## config.mk

```make
export PLATFORM = sky130hd
export DESIGN_NAME = tdm_demux_1to2
export DESIGN_NICKNAME = d
export VERILOG_FILES = /design/src/rtl/tdm_demux_1to2.sv
export SDC_FILE = /design/constraint.sdc
export NUM_CORES = 1
export LEC_CHECK = 0
export ABC_AREA = 1
export ABC_CLOCK_PERIOD_IN_PS = 2050
export CAP_MARGIN = 20
export CORE_AREA = 2 2 41 43
export CTS_BUF_LIST = sky130_fd_sc_hd__clkbuf_8
export CTS_CLUSTER_DIAMETER = 200
export CTS_CLUSTER_SIZE = 14
export DETAILED_ROUTE_END_ITERATION = 16
export DIE_AREA = 0 0 43 45
export DONT_BUFFER_PORTS = 1
export GPL_TIMING_DRIVEN = 0
export MAX_ROUTING_LAYER = met4
export PLACE_DENSITY = 0.74
export SYNTH_ARGS = -nofsm -noshare
export SYNTH_HDL_FRONTEND = slang
export SYNTH_SLANG_ARGS = --single-unit
```

## constraint.sdc

```tcl
create_clock -name clk -period 2.05 [get_ports clk]
set_input_delay 0.1025 -clock clk [delete_from_list [all_inputs] [get_ports clk]]
set_output_delay 0.1025 -clock clk [all_outputs]
set_load 0.05 [all_outputs]
```

## src/rtl/tdm_demux_1to2.sv

```systemverilog
// rtl/tdm_demux_1to2.sv - 1:2 serial TDM demultiplexer with framing and optional parity (TDM_DEMUX_PARITY_EN).
module tdm_demux_1to2 #(
    parameter int WIDTH = 4
) (
    input  logic             clk,
    input  logic             rst_n,
    input  logic             din,
    input  logic             din_valid,
    input  logic             frame_sync,
    output logic [WIDTH-1:0] y0,
    output logic [WIDTH-1:0] y1,
    output logic             y0_valid,
    output logic             y1_valid,
    output logic             frame_err,
    output logic             par_err
);

    localparam int CW = $clog2(WIDTH);
    localparam logic [CW-1:0] LAST = CW'(WIDTH - 1);

`ifdef TDM_DEMUX_PARITY_EN
    // The complete word must survive into the parity-bit cycle.
    localparam int SW = WIDTH;
    typedef enum logic [2:0] {IDLE, CH0, CH1, CH0_P, CH1_P} state_t;
`else
    localparam int SW = WIDTH - 1;
    typedef enum logic [1:0] {IDLE, CH0, CH1} state_t;
`endif

    state_t          state;
    logic [CW-1:0]   cnt;
    logic [SW-1:0]   shift;
    logic [WIDTH-1:0] word_next;

    assign word_next = {shift[WIDTH-2:0], din};

`ifndef TDM_DEMUX_PARITY_EN
    assign par_err = 1'b0;
`endif

    always_ff @(posedge clk or negedge rst_n) begin
        if (!rst_n) begin
            state     <= IDLE;
            cnt       <= '0;
            shift     <= '0;
            y0        <= '0;
            y1        <= '0;
            y0_valid  <= 1'b0;
            y1_valid  <= 1'b0;
            frame_err <= 1'b0;
`ifdef TDM_DEMUX_PARITY_EN
            par_err   <= 1'b0;
`endif
        end else begin
            y0_valid  <= 1'b0;
            y1_valid  <= 1'b0;
            frame_err <= 1'b0;
`ifdef TDM_DEMUX_PARITY_EN
            par_err   <= 1'b0;
`endif
            if (din_valid) begin
                if (frame_sync) begin
                    // A sync always restarts channel 0; mid-frame it also flags an error.
                    frame_err <= (state != IDLE);
                    shift     <= SW'(din);
                    cnt       <= CW'(1);
                    state     <= CH0;
                end else begin
                    case (state)
                        IDLE: ;
                        CH0, CH1: begin
                            shift <= word_next[SW-1:0];
                            if (cnt == LAST) begin
                                cnt <= '0;
`ifdef TDM_DEMUX_PARITY_EN
                                state <= (state == CH0) ? CH0_P : CH1_P;
`else
                                if (state == CH0) begin
                                    y0       <= word_next;
                                    y0_valid <= 1'b1;
                                    state    <= CH1;
                                end else begin
                                    y1       <= word_next;
                                    y1_valid <= 1'b1;
                                    state    <= IDLE;
                                end
`endif
                            end else begin
                                cnt <= cnt + CW'(1);
                            end
                        end
`ifdef TDM_DEMUX_PARITY_EN
                        CH0_P, CH1_P: begin
                            if (^{shift, din}) begin
                                par_err <= 1'b1;
                            end else if (state == CH0_P) begin
                                y0       <= shift;
                                y0_valid <= 1'b1;
                            end else begin
                                y1       <= shift;
                                y1_valid <= 1'b1;
                            end
                            state <= (state == CH0_P) ? CH1 : IDLE;
                        end
`endif
                        default: state <= IDLE;
                    endcase
                end
            end
        end
    end

endmodule

```

==> impl_metrics.csv <==
group,metric,value,unit
sta,slew_viol_final,0,
outcome,outcome,"finished, violations left",
placed_design,gp_congestion,0.7213,
finish,fin_cells,121,
global_routing,grtUsageTotal,17.70,%
global_routing,grt_pass1_wl,2532,µm
routing,finalWirelength,1417,µm
sta,setup_viol,0,
pwr,ir_drop,0.0007404,V
die,ioPinCount,17,
worst_setup_path,required,2.19,ns
clock_tree,clk-insertion-delay-late,0.25,ns
worst_setup_path,start_kind,"register",
worst_setup_path,slowest_stage,"dfrtp_1",
placed_design,dpl.hpwl,1070,µm
sta,fmax,709.6,MHz
worst_setup_path,crit_type,"reg -> reg",
clock_tree,cts_root_buf,"clkbuf_8",
placed_design,dp_cells,113,
synthesis,syn_area,860.8,µm²
synthesis,syn_nets,107,
global_routing,grt_pass1_vias,631,
routing,ant_nets,0,
finish,layout-drive-gt1-share,10.48,%
worst_setup_path,crit_path_max_incr_delay,0.40,ns
pwr,power_density,1444,nW/µm²
routing,dr_total_vias,609,
worst_setup_path,worstPathMaxFanout,5,
routing,routedWlPerCell,11.71,µm
pwr,leakagePower,0.5730,nW
sta,min_period_over_period,68.75,%
clock_tree,clock_sinks,18,
synthesis,synth_simple_gate_area_share,29.51,%
die,die_h,45,µm
synthesis,ys_types,16,
synthesis,synth.area.top_cells,"dfrtp_1 (52%), nand2_1 (14%), ha_1 (7.3%)",
clock_tree,cts-buffers-inserted,3,
job,max_cap_viol_count,0,
global_routing,grt_overflow,0,
clock_tree,cts_tree,"yes",
placed_design,io_buffers,0,
worst_setup_path,cp_cell_sequence,"inv_1, ha_1, nand2_1, inv_1, nand2_4, nand2_1, nand2_1",
sta,rsz0062_at_grt,"false",
placed_design,place_area,880.8,µm²
synthesis,yosys.area.top_type,"dfrtp_1",
finish,design_area,975.9,µm²
synthesis,synth_top_family_by_area,"simple AND/OR/NAND/NOR gates",
die,dieWidth,43,µm
sta,period_minus_slack,1.409,ns
global_routing,grt_max_degree,19,
sta,fin_setup_tns,0,ns
clock_tree,htreeDepth,1,
finish,multi_input_area,354.1,µm²
synthesis,synth.top_cell.area_share,52.33,%
global_routing,antenna_found_initial,0,
worst_setup_path,cp_top_family,"flip-flops",
finish,area_growth,13.37,%
finish,n_fill_cell,123,
sta,worst_pin_slew,0.7962,ns
finish,ff_latch_area,450.4,µm²
worst_setup_path,crit_path_frequent_cell,"nand2_1",
routing,dr.pass1.iters,4,
synthesis,synthXorXnorAreaFrac,0,%
synthesis,synth_seq_cells,18,
die,fp.coreArea,1471,µm²
routing,drtIter0Drc,15,
worst_setup_path,crit_path_end_kind,"register",
sta,fin_worst_skew,0.001778,ns
die,rows,14,
clock_tree,clock_path_buffers,2,
worst_setup_path,worst-path-buf-inv,2,
worst_hold_path,hp-class,"in -> reg",
finish,final_nets,116,
die,dieArea,1935,µm²
finish,post-route-util,66.33,%
synthesis,synthCells,97,
die,start_util,58.50,%
worst_setup_path,critPathArrivalTime,1.55,ns
routing,drc,0,
synthesis,synthAdderAreaFrac,7.267,%
synthesis,syn_avg_cell_area,8.874,µm²
clock_tree,cts_setup_buffers,0,
sta,worst_hold_slack,-0.0008603,ns
finish,diodes,0,
outcome,violations,"hold timing",
synthesis,ys_seq_area_share,52.33,%
sta,hold_viol_final,1,
sta,slew-limit-headroom,46.74,%
synthesis,synth_compound_area_share,3.924,%
synthesis,synth_warnings,0,
clock_tree,clkTransAtPathRegs,0.07,ns
routing,viasPerCell,5.033,
synthesis,synthMuxAreaShare,0,%
[power breakdown]
part | internal [W] | total [W] | leakage [nW] | switching, W
sequential | 0.000457 | 0.000705 | 0.239 | 0.000248
clock | 0.000170 | 0.000283 | 0.0288 | 0.000113
combinational | 0.000144 | 0.000421 | 0.305 | 0.000277
total | 0.000771 | 0.00141 | 0.573 | 0.000638
[cell usage in the layout (no fill, tap or decap)]
cell type	Yosys	routed
inv_1	13	13
nand3_1	10	10
nor2_4	1	1
o21ai_0	3	3
buf_4	1	1
o21ai_2	1	1
nor2_1	4	4
nor2_8	1	1
dlygate4sd3_1	0	4
o21ai_1	2	2
nand2_2	1	1
ha_1	5	5
dfrtp_1	18	18
conb_1	1	1
nor3_1	1	1
nand2_1	33	33
clkbuf_8	0	4
nand2_4	2	2
[metrics by stage]
stage / setup slack (ns) / power [W]
2_1_floorplan: 0.7848 / 0.001040
3_3_place_gp: 0.7024 / 0.001096
3_5_place_dp: 0.6488 / 0.001125
4_1_cts: 0.6292 / 0.001422
5_1_grt: 0.5056 / 0.001517
6_report: 0.6407 / 0.001410
[registers in the layout (all words and copies together), names as in the netlist]
register / flops
y0_valid: 1
state: 2
y1_valid: 1
y1: 4
cnt: 2
frame_err: 1
y0: 4
shift: 3
[synth_stat cells]
cell and count:
buf_4 1, conb_1 1, dfrtp_1 18, ha_1 5, inv_1 13, nand2_1 33
nand2_2 1, nand2_4 2, nand3_1 10, nor2_1 4, nor2_4 1, nor2_8 1
nor3_1 1, o21ai_0 3, o21ai_1 2, o21ai_2 1
[path summary, 6_finish.rpt]
kind / from / to / slack, ns / depth (start not counted)
worst max-delay path: state[0] / y0[2] / 0.64 / 7
worst min-delay path: din_valid / state[0] / -0.0009 / 2
worst max register to register: state[0] / y0[2] / 0.64 / 7
worst min register to register: shift[1] / shift[1] / 0.55 / 2
max in group asynchronous: rst_n / y1[0] / 1.17 / 1
min in group asynchronous: rst_n / y1[1] / 0.38 / 1
[per-layer routing]
| layer | global-route usage (%) | vias to the layer above | part of all wire [%] | wire, µm |
|---|---|---|---|---|
| li1 | - | 313 | - | - |
| met1 | 22.08 | 279 | 45 | 643 |
| met2 | 28.79 | 17 | 49 | 691 |
| met3 | 4.400 | 0 | 5.8 | 82 |
| met4 | 5.455 | 0 | 0 | 0 |
| met5 | - | - | 0 | 0 |
[cell families (layout without fill, tap and decap cells)]
logic type               Yosys count  after routing
AND/OR/NAND/NOR                   53             53
buffers and inverters             14             22
AO/OA/AOI/OAI                      6              6
other                              1              1
adder cells (fa/ha/maj)            5              5
flip-flops                        18             18
[area by class of cell]
cell class / instances / share of cell area, %
sequential: 18 / 46.15
multi-input combinational: 65 / 36.28
clock buffer: 4 / 5.641
inverter: 13 / 5.000
timing repair buffer: 4 / 4.103
tap: 16 / 2.051
buffer: 1 / 0.7692
[timing repair]
action                                 4_1_cts  5_1_grt
endpoints found under the hold margin       22        0
resized for setup                            0        0
hold buffers                                 4        0
Power figures use the tool's default switching activity.
